### config.mk
export PLATFORM = sky130hd
export DESIGN_NAME = rx_matched_filt
export DESIGN_NICKNAME = d
export VERILOG_FILES = /design/src/rtl/rx_matched_filt.sv
export SDC_FILE = /design/constraint.sdc
export NUM_CORES = 1
export LEC_CHECK = 0
export ABC_AREA = 1
export CAP_MARGIN = 20
export CORE_MARGIN = 10
export CORE_UTILIZATION = 30
export DETAILED_ROUTE_END_ITERATION = 8
export GPL_TIMING_DRIVEN = 0
export HOLD_SLACK_MARGIN = 0.15
export PLACE_DENSITY = 0.95
export RECOVER_POWER = 100
export SETUP_SLACK_MARGIN = 0.5
export SKIP_CTS_REPAIR_TIMING = 1
export SLEW_MARGIN = 20
export SYNTH_ARGS = -nofsm -noshare
export SYNTH_HDL_FRONTEND = slang
export SYNTH_SLANG_ARGS = --single-unit
### constraint.sdc
create_clock -name clk -period 2.9 [get_ports clk]
set_clock_uncertainty 0.05 [all_clocks]
set_input_delay 0.87 -clock clk [delete_from_list [all_inputs] [get_ports clk]]
set_output_delay 0.87 -clock clk [all_outputs]
set_load 0.005 [all_outputs]
### src/rtl/rx_matched_filt.sv
// rx_matched_filt: symmetric FIR matched filter on the 4x-oversampled receive stream,
// decimated to one sample per symbol and sliced to a 2-bit 4-ASK decision.
module rx_matched_filt #(
    parameter int                NTAPS     = 17,
    parameter int                OSR       = 4,
    parameter int                SYM_PHASE = 0,
    parameter logic signed [17:0] COEF [NTAPS] = '{default: 18'sd0},
    parameter logic signed [17:0] THRESH    = 18'sd65536
) (
    input  logic               clk,
    input  logic               reset,
    input  logic signed [17:0] x_in,
    input  logic               x_valid,
    output logic signed [17:0] y,
    output logic               y_valid,
    output logic signed [17:0] y_sym,
    output logic        [1:0]  sym_dec,
    output logic               sym_valid
);
    localparam int NH   = (NTAPS + 1) / 2;
    localparam int PH_W = (OSR > 1) ? $clog2(OSR) : 1;

    logic signed [17:0] r_tap  [NTAPS];
    logic signed [18:0] r_pre  [NH];
    logic signed [36:0] r_prod [NH];
    logic signed [40:0] r_acc;
    logic        [3:0]  r_v;
    logic signed [17:0] r_y;
    logic               r_yv;
    logic [PH_W-1:0]    r_ph;
    logic signed [17:0] r_ysym;
    logic        [1:0]  r_dec;
    logic               r_sv;

    logic signed [40:0] w_sum;
    logic signed [23:0] w_q;
    logic signed [17:0] w_y;
    logic        [1:0]  w_dec;
    logic               w_hit;

    // 41 bits hold NH 37-bit products without wrap for NTAPS up to 33
    always_comb begin
        w_sum = '0;
        for (int k = 0; k < NH; k++) w_sum = w_sum + 41'(r_prod[k]);
    end

    assign w_q   = 24'((r_acc + 41'sd65536) >>> 17);
    assign w_y   = (w_q > 24'sd131071) ? 18'sd131071 :
                   (w_q < -24'sd131072) ? -18'sd131072 : w_q[17:0];
    assign w_dec = (r_y < -THRESH) ? 2'b00 : r_y[17] ? 2'b01 : (r_y < THRESH) ? 2'b10 : 2'b11;
    assign w_hit = r_yv && (r_ph == PH_W'(SYM_PHASE));

    always_ff @(posedge clk or negedge reset) begin
        if (!reset) begin
            for (int k = 0; k < NTAPS; k++) r_tap[k] <= '0;
            for (int k = 0; k < NH; k++) begin
                r_pre[k]  <= '0;
                r_prod[k] <= '0;
            end
            r_acc  <= '0;
            r_v    <= '0;
            r_y    <= '0;
            r_yv   <= 1'b0;
            r_ph   <= '0;
            r_ysym <= '0;
            r_dec  <= 2'b00;
            r_sv   <= 1'b0;
        end else begin
            if (x_valid) begin
                r_tap[0] <= x_in;
                for (int k = 1; k < NTAPS; k++) r_tap[k] <= r_tap[k-1];
            end
            // centre tap has no mirror partner and is passed through undoubled
            for (int k = 0; k < NH; k++) begin
                r_pre[k]  <= (k == NTAPS - 1 - k) ? 19'(r_tap[k]) :
                             19'(r_tap[k]) + 19'(r_tap[NTAPS-1-k]);
                r_prod[k] <= 37'(r_pre[k]) * 37'(COEF[k]);
            end
            r_acc <= w_sum;
            r_v   <= {r_v[2:0], x_valid};
            r_yv  <= r_v[3];
            if (r_v[3]) r_y <= w_y;
            if (r_yv) r_ph <= (r_ph == PH_W'(OSR - 1)) ? '0 : r_ph + PH_W'(1);
            r_sv <= w_hit;
            if (w_hit) begin
                r_ysym <= r_y;
                r_dec  <= w_dec;
            end
        end
    end

    assign y         = r_y;
    assign y_valid   = r_yv;
    assign y_sym     = r_ysym;
    assign sym_dec   = r_dec;
    assign sym_valid = r_sv;
endmodule

==> metrics.txt <==
Finished Core Util=0.462; sequential share of the synthesized area=0.387; Final Hold Fails=0; first-pass GRT wire length=roughly 1.8 mm; area grow syn2layout=41.7%; via count=374; cells after synthesis=slightly above 60; crit path capture type=output pin; setup violators final=0; Post-synth EDFFs=0; worst path cell trace=dlygate4sd3_1; Peak supply drop=between 0.2 and 0.3 mV; CP Max Fanout=6; Post-Syn Area=582 um2; drt wl/cell=between 8 and 9 um; Post-Syn Area per Cell=~9.4 um2; max-slew violations=0; PortBufs=5; RSZ-0062 raised after global routing=no; area of the core=about 1800 um2; fin worst setup slack=between 0.7 and 0.8 ns; Rows=15; Buf/Inv on CP=1; HP Class=flip-flop to flip-flop; Post-DRT Antenna Nets=0; Yosys top cell area share=0.477; metal2 WL=between 500 and 600 um; uppermost layer routed=met3; Sink Count=9; Setup TNS=0 ns; # IOs=61; startpoint types=flip-flop; height of the die=64.0 um; Placed Area=approximately 800 um2; number of max-cap violations=0; initial drt markers=1; cell depth of the worst hold path=0; top-count cell post-synth=buf_4; pre-CTS setup slack=around 1 ns; # diodes=0; WL met1=352 um; layout cells sized above 1=0.374; status=finished clean; CP max-delay cell=dlygate4sd3_1; DRT Pass-1 Iters=2; CTS tree=built; initial antenna violation count=0; CP required=about 2.0 ns; Worst R2R Path Depth=4; hpwl dp=between 1 and 1.5 mm; Worst path max stage delay=0.60 ns; clock buffer count from CTS=3; WP data arrival=around 1.3 ns; root buf cell=clkbuf_4; Synth top cells by count=buf_4, dfrtp_1, nand2_1; die width=approximately 64 um; Final Net Count=~130; clock buffer depth=2; Distinct cells, synth=8; leakage=0.525 nW; largest net degree at the start of global routing=10; Yosys reg bits=9; dominant cell type by area after synthesis=buf_4; instance count on the critical path=1; die area=approximately 4000 um2; routability-driven placement congestion ratio=0.595; DRC viols=0; vias in the first global route=between 400 and 500; Crit path max-delay family=buffers and inverters; GRT Util Overall=0.0565; vias per inst=2.83; Top FF cell, synth=dfrtp_1; Clock Latency Late Sink=between 0.2 and 0.3 ns; Ys Warns=0; PD cells=~430 nW/um2; Post-synth ARST share=1.00; H-tree depth=1; overflow left after global routing=0; CTS clock-pin slew for the worst setup and hold paths=roughly 0.06 ns; wire length on met3=around 260 um; minimum clock period=roughly 2.2 ns; period utilisation layout=0.758; initial core utilization=0.326; Routed WL=roughly 1.2 mm; final instance area=between 800 and 900 um2; Area contributors post-synth=buf_4, dfrtp_1, ha_1; Max Freq=0.455 GHz; critical path class=flip-flop to output pin
[area by class of cell]
type                    count  area, um2
plain buffers              37        278
clock buffers               4       26.3
fillers                   170        958
inverters                   5       18.8
multi-input cells          47        195
flip-flops and latches      9        225
well taps                  25       31.3
repair buffers              5       50.0
[metal layers]
| layer | global-route usage | vias to the layer above |
|---|---|---|
| li1 | - | 197 |
| met1 | 0.0475 | 147 |
| met2 | 0.0908 | 30 |
| met3 | 0.0627 | 0 |
| met4 | 0.00820 | 0 |
| met5 | 0 | - |
[report_power, final]
| group | internal (mW) | leakage [nW] | total [mW] | switching (mW) |
|---|---|---|---|---|
| Clock | 0.0528 | 0.0150 | 0.0929 | 0.0401 |
| Sequential | 0.145 | 0.105 | 0.158 | 0.0127 |
| Combinational | 0.0568 | 0.406 | 0.107 | 0.0506 |
[cells by family after synthesis]
family                     after synthesis  synth area share
AOI/OAI and AO/OA                        1           0.00859
DFF                                      9             0.387
buffers and inverters                   42             0.510
adders and majority gates                2            0.0430
and+or+nand+nor                          7            0.0452
other                                    1           0.00645
[flip-flops by register name, indices dropped and copies added (netlist names)]
register	count
y_valid	1
sym_dec	1
r_ph	2
sym_valid	1
r_v	4
[worst paths after layout]
check	start	endpoint	slack (ns)
worst max-delay path	y_valid	y_valid	0.70
worst max register to register	r_ph[0]	r_ph[1]	1.82
worst min register to register	r_v[2]	r_v[3]	0.30
worst min-delay path	r_v[2]	r_v[3]	0.30
max in group asynchronous	reset	r_v[3]	1.58
min in group asynchronous	reset	r_ph[1]	0.93
[per-stage QoR]
| stage | instances | total power [mW] | hold WS [ns] |
|---|---|---|---|
| CTS | 132 | 0.363 | 0.300 |
| finish | 132 | 0.358 | 0.299 |
| floorplan | 98 | 0.236 | 0.281 |
| global placement | 128 | 0.253 | 0.282 |
| detailed placement | 128 | 0.267 | 0.287 |
| global route | 132 | 0.388 | 0.312 |
[placed cells by master, fill, tap and decap left out]
cell           Yosys  final
o21ai_0            1      1
buf_4             37     37
clkbuf_1           0      1
inv_1              5      5
conb_1             1     37
dlygate4sd3_1      0      5
ha_1               2      2
nand2_1            6      6
clkbuf_4           0      3
nor2_1             1      1
dfrtp_1            9      9
(Power assumes the default switching activity.)
